## config.mk

```make
export PLATFORM = sky130hd
export DESIGN_NAME = safe_lock_sequencer
export DESIGN_NICKNAME = d
export VERILOG_FILES = /design/src/rtl/safe_lock_sequencer.sv
export SDC_FILE = /design/constraint.sdc
export NUM_CORES = 1
export LEC_CHECK = 0
export ABC_AREA = 0
export CAP_MARGIN = 25
export CORE_AREA = 2 2 64 60
export CTS_BUF_LIST = sky130_fd_sc_hd__clkbuf_16
export CTS_CLUSTER_DIAMETER = 120
export DETAILED_ROUTE_END_ITERATION = 6
export DIE_AREA = 0 0 66 62
export PLACE_DENSITY = 0.81
export SKIP_LAST_GASP = 1
export SLEW_MARGIN = 20
export SYNTH_ARGS = -nofsm -noshare
export SYNTH_HDL_FRONTEND = slang
export SYNTH_SLANG_ARGS = --single-unit
export TNS_END_PERCENT = 50
```

## constraint.sdc

```tcl
create_clock -name clk -period 3.1 [get_ports clk]
set_input_delay 0.31 -clock clk [delete_from_list [all_inputs] [get_ports clk]]
set_output_delay 0.31 -clock clk [all_outputs]
set_load 0.02 [all_outputs]
```

## src/rtl/safe_lock_sequencer.sv

```systemverilog
// safe_lock_sequencer: top-level control FSM of the safe lock.
// Collects keypad digits into a code, checks it against SECRET, opens a timed
// window on success and enforces a timed lockout after repeated failures.
// It drives one external interval timer through the timer_start/timer_done pair.
// Optional build macro LOCK_FAIL_CNT_EN adds a saturating fail_count output.
module safe_lock_sequencer #(
    parameter int                                CODE_DIGITS       = 4,
    parameter int                                DIGIT_W           = 4,
    parameter logic [CODE_DIGITS*DIGIT_W-1:0]    SECRET            = 16'h1234,
    parameter int                                MAX_ATTEMPTS      = 3,
    parameter int                                LOCKOUT_INTERVALS = 3
) (
    input  logic               clk,
    input  logic               rst,
    input  logic               digit_valid,
    input  logic [DIGIT_W-1:0] digit,
    input  logic               clear,
    input  logic               relock,
    input  logic               timer_done,
    output logic               timer_start,
    output logic               locked,
    output logic               unlocked,
    output logic               lockout,
    output logic               error,
    output logic [1:0]         attempts_left
`ifdef LOCK_FAIL_CNT_EN
    ,
    output logic [7:0]         fail_count
`endif
);

    localparam int CODE_W = CODE_DIGITS * DIGIT_W;
    localparam int CNT_W  = $clog2(CODE_DIGITS + 1);
    localparam logic [CNT_W-1:0] CNT_FULL   = CNT_W'(CODE_DIGITS);
    localparam logic [1:0]       ATT_MAX    = 2'(MAX_ATTEMPTS);
    localparam logic [3:0]       DWELL_INIT = 4'(LOCKOUT_INTERVALS);

    typedef enum logic [2:0] {
        S_LOCKED  = 3'd0,
        S_ENTRY   = 3'd1,
        S_VERIFY  = 3'd2,
        S_OPEN    = 3'd3,
        S_LOCKOUT = 3'd4
    } state_t;

    state_t              state;
    logic [CODE_W-1:0]   code_q;
    logic [CNT_W-1:0]    digit_cnt;
    logic [3:0]          dwell_cnt;

    logic [CODE_W-1:0]   code_shift;
    logic [CNT_W-1:0]    digit_cnt_inc;
    logic                timer_expired;

    // New digit enters at the LS end so the first digit ends up in the MS slot.
    assign code_shift    = {code_q[CODE_W-DIGIT_W-1:0], digit};
    assign digit_cnt_inc = digit_cnt + CNT_W'(1);
    // While timer_start is high the timer still shows its stale zero, so its done flag is meaningless.
    assign timer_expired = timer_done & ~timer_start;

    // Status flags {locked, unlocked, lockout} that belong to a given state.
    function automatic logic [2:0] state_flags(input state_t s);
        case (s)
            S_OPEN:    state_flags = 3'b010;
            S_LOCKOUT: state_flags = 3'b001;
            default:   state_flags = 3'b100;
        endcase
    endfunction

    // Single sequencer: state, code capture, attempt/dwell bookkeeping and all registered outputs.
    always_ff @(posedge clk or posedge rst) begin
        if (rst) begin
            state         <= S_LOCKED;
            code_q        <= '0;
            digit_cnt     <= '0;
            dwell_cnt     <= '0;
            timer_start   <= 1'b0;
            error         <= 1'b0;
            locked        <= 1'b1;
            unlocked      <= 1'b0;
            lockout       <= 1'b0;
            attempts_left <= ATT_MAX;
`ifdef LOCK_FAIL_CNT_EN
            fail_count    <= 8'd0;
`endif
        end else begin
            timer_start <= 1'b0;
            error       <= 1'b0;
            case (state)
                S_LOCKED: begin
                    if (digit_valid) begin
                        code_q      <= code_shift;
                        digit_cnt   <= CNT_W'(1);
                        timer_start <= 1'b1;
                        state       <= S_ENTRY;
                    end
                end
                S_ENTRY: begin
                    if (clear) begin
                        code_q    <= '0;
                        digit_cnt <= '0;
                        state     <= S_LOCKED;
                    end else if (digit_valid) begin
                        code_q      <= code_shift;
                        digit_cnt   <= digit_cnt_inc;
                        timer_start <= 1'b1;
                        if (digit_cnt_inc == CNT_FULL) begin
                            state <= S_VERIFY;
                        end
                    end else if (timer_expired) begin
                        code_q    <= '0;
                        digit_cnt <= '0;
                        state     <= S_LOCKED;
                    end
                end
                S_VERIFY: begin
                    code_q    <= '0;
                    digit_cnt <= '0;
                    if (code_q == SECRET) begin
                        attempts_left                 <= ATT_MAX;
                        timer_start                   <= 1'b1;
                        state                         <= S_OPEN;
                        {locked, unlocked, lockout}   <= state_flags(S_OPEN);
                    end else begin
                        error <= 1'b1;
`ifdef LOCK_FAIL_CNT_EN
                        if (fail_count != 8'hFF) begin
                            fail_count <= fail_count + 8'd1;
                        end
`endif
                        if (attempts_left <= 2'd1) begin
                            attempts_left               <= 2'd0;
                            dwell_cnt                   <= DWELL_INIT;
                            timer_start                 <= 1'b1;
                            state                       <= S_LOCKOUT;
                            {locked, unlocked, lockout} <= state_flags(S_LOCKOUT);
                        end else begin
                            attempts_left <= attempts_left - 2'd1;
                            state         <= S_LOCKED;
                        end
                    end
                end
                S_OPEN: begin
                    if (relock || timer_expired) begin
                        state                       <= S_LOCKED;
                        {locked, unlocked, lockout} <= state_flags(S_LOCKED);
                    end
                end
                S_LOCKOUT: begin
                    if (timer_expired) begin
                        if (dwell_cnt <= 4'd1) begin
                            dwell_cnt                   <= 4'd0;
                            attempts_left               <= ATT_MAX;
                            state                       <= S_LOCKED;
                            {locked, unlocked, lockout} <= state_flags(S_LOCKED);
                        end else begin
                            dwell_cnt   <= dwell_cnt - 4'd1;
                            timer_start <= 1'b1;
                        end
                    end
                end
                default: begin
                    code_q                      <= '0;
                    digit_cnt                   <= '0;
                    state                       <= S_LOCKED;
                    {locked, unlocked, lockout} <= state_flags(S_LOCKED);
                end
            endcase
        end
    end

endmodule

```

==> flow_summary_export.csv <==
group,metric,value,unit
run_status,status,"completed",
route,avgRoutedWirePerCell,14.15,um
clock_network,cts.sinks,33,
timing,tightestPinTransition,0.8454,ns
clock_network,cts_tree,"yes",
cells_and_area,final_cells,230,
timing,min_period,1.820,ns
timing,fin_hold_ws,0.4294,ns
timing,finalSetupViolCount,0,
yosys,yosysTopAreaCell,"dfrtp_1",
yosys,async_flop_share,100.0,%
yosys,synthTopCellsByArea,"dfrtp_1 45%, a22o_1 6.4%, dfstp_2 4.8%",
yosys,syn-num-nets,179,
yosys,ys_seq_area_share,50.15,%
cells_and_area,drive_gt1_share,9.783,%
yosys,synth-simple-area-share,21.18,%
yosys,synth_seq_cells,33,
floorplanning,io_pins,17,
route,ant_nets,0,
clock_network,numCtsBuffers,5,
route,vias,1286,
route,routed_via_density,5.591,
clock_network,cts_root_buf,"clkbuf_16",
place,numPortBuffers,16,
yosys,synthFlopType,"dfrtp_1",
route,drtPass1Iterations,5,
clock_network,cts.htree.levels,2,
place,pre_cts_ws,1.134,ns
yosys,synth_area,1654,um2
floorplanning,coreArea,3521,um2
floorplanning,placement_rows,21,
yosys,syn_area_per_cell,10.02,um2
yosys,yosys_warnings,0,
yosys,synth_top_family_by_area,"simple AND/OR/NAND/NOR gates",
timing,fmax,0.5495,GHz
grt,gr-total-overflow,0,
yosys,synth_compound_area_share,19.06,%
route,wl,3255,um
setup_path,end_kind,"register",
yosys,synth_edf_count,0,
setup_path,reg2reg_slack,1.28,ns
yosys,synth.area.mux_share,0.6051,%
clock_network,path_clk_slew,0.05,ns
clock_network,ctsResizeCount,0,
yosys,synth_cells,165,
timing,slew-limit-headroom,43.64,%
job,max_cap_violations,0,
place,place_congestion,0.8216,
setup_path,reg2reg_from,"dwell_cnt[0]",
grt,grt_use_total,17.85,%
cells_and_area,antennaDiodeCount,0,
setup_path,r2r_end,"lockout",
floorplanning,start_util,46.98,%
grt,grt_pass1_vias,1152,
power_and_ir_drop,leakage,0.9233,nW
floorplanning,fp.dieArea,4092,um2
setup_path,crit_fanout,5,
setup_path,startpoint_type,"register",
yosys,synth_top_area_share,45.39,%
route,drc,0,
grt,grt_max_degree,34,
min_path,hp-class,"in2async",
cells_and_area,nets,197,
grt,antenna_found_initial,0,
clock_network,ctsHoldBuffers,0,
setup_path,crit_type,"reg2reg",
timing,tns,0,ns
power_and_ir_drop,power,1.954,mW
timing,rsz0062_at_grt,"no",
floorplanning,die_w,66,um
yosys,synth_xor_area_share,0.5295,%
yosys,synth.distinct_cells,41,
grt,grt_pass1_wl,5313,um
timing,finClkSkew,0.003588,ns
power_and_ir_drop,powerDensity,982.3,nW/um2
setup_path,cp.arrival,1.98,ns
clock_network,cts_setup_buffers,0,
yosys,synth_adder_area_share,3.026,%
clock_network,clockBufferDepth,2,
cells_and_area,syn_to_final_growth,20.27,%
place,post-dp-hpwl,2157,um
timing,period_share,58.70,%
timing,slew_violations,0,
power_and_ir_drop,irDropWorstVdd,0.5320,mV
setup_path,ff2ff_path_depth,7,
timing,hold_viol_final,0,
setup_path,worstPathRequired,3.26,ns
floorplanning,die_y,62,um
clock_network,clkLatencyLatePin,0.28,ns
route,drt-initial-drc-count,45,
timing,worst_slack,1.280,ns
place,dp.cells,222,
-- registers in the layout, summed over array words and instances (netlist names), 2 cells and up --
signal,cells
attempts_left,2
code_q,16
digit_cnt,3
dwell_cnt,4
state,3
-- cell usage after synthesis (2+ instances only) --
master and number:
nor2_1 10, nor4b_1 2, a22o_1 12, or2_2 2
ha_1 4, dfstp_2 3, nand4_1 2, a21o_1 2
a31oi_1 3, nand3_1 8, and2_4 2, o21ai_0 11
nor2b_1 2, o2bb2ai_1 3, o21ai_1 2, nand2b_1 3
buf_6 4, nand2_1 17, clkbuf_1 2, nand3b_1 2
a21oi_1 7, or3_1 2, dfrtp_1 30, inv_1 10
nor3_1 4
-- placed cells by master, fill, tap and decap left out, drive strengths merged, types with 2 or more instances in the layout --
| cell | n |
|---|---|
| dfstp | 3 |
| ha | 4 |
| or2 | 3 |
| nor2 | 11 |
| nand4 | 2 |
| nor4 | 2 |
| or3 | 2 |
| dfrtp | 30 |
| o21ai | 14 |
| inv | 11 |
| a31oi | 3 |
| clkdlybuf4s50 | 16 |
| a21o | 2 |
| a22o | 12 |
| clkbuf | 5 |
| o2bb2ai | 3 |
| nand2b | 4 |
| nand3b | 2 |
| nor3 | 4 |
| nand2 | 17 |
| a21oi | 7 |
| nor4b | 2 |
| nand3 | 8 |
| nor2b | 2 |
| and2 | 2 |
-- final cells by class --
class                           count  area [um2]
Fill cell                         311        1531
Sequential cell                    33       829.5
Multi-Input combinational cell    116       734.5
Timing Repair Buffer               17       167.7
Clock buffer                        5       125.1
Tap cell                           46       57.56
Clock inverter                      3       37.54
Inverter                           10       37.54
-- stage by stage --
step	instance area [um2]	util [%]
finish	1989	56.50
global route	1989	56.50
CTS	1989	56.50
detailed placement	1827	51.88
global placement	1827	51.88
floorplan	1654	-
-- worst max-delay path by stage --
stage,from,endpoint,slack [ns],cells past startpoint
floorplan,timer_start,code_q[7],1.46,7
global placement,timer_done,attempts_left[1],1.18,6
finish,dwell_cnt[0],lockout,1.28,7
CTS,digit_cnt[0],state[0],1.29,6
global route,dwell_cnt[0],lockout,1.11,7
detailed placement,timer_done,attempts_left[1],1.13,6
-- kinds of logic after synthesis --
kind of cell / after synthesis
AND/OR/NAND/NOR: 64
AO/OA/AOI/OAI: 46
flip-flops: 33
buffers and inverters: 16
adder cells (fa/ha/maj): 4
XOR/XNOR: 1
multiplexers: 1
-- metal layers --
layer  GRT usage [%]  up-vias  routed length (um)
met4           7.872        0                  55
met2           25.54       40                1360
li1                -      632                   -
met1           25.20      607                1634
met5               0        -                   0
met3           5.586        7                 204
-- critical path, stage by stage, from the launching register on --
cell and delay [ns]:
dfrtp_1 0.42, inv_1 0.06, ha_1 0.23, nor2_1 0.17, nor4_2 0.07, o32ai_1 0.48
nor2_1 0.08, o22a_1 0.20
-- power breakdown --
part           switching (mW)  internal, mW  total, mW  leakage, nW
clock                   0.172         0.373      0.545       0.0826
sequential              0.165         0.606      0.772        0.424
combinational           0.347         0.291      0.638        0.417
No activity file was read; power rests on OpenSTA's default activity.
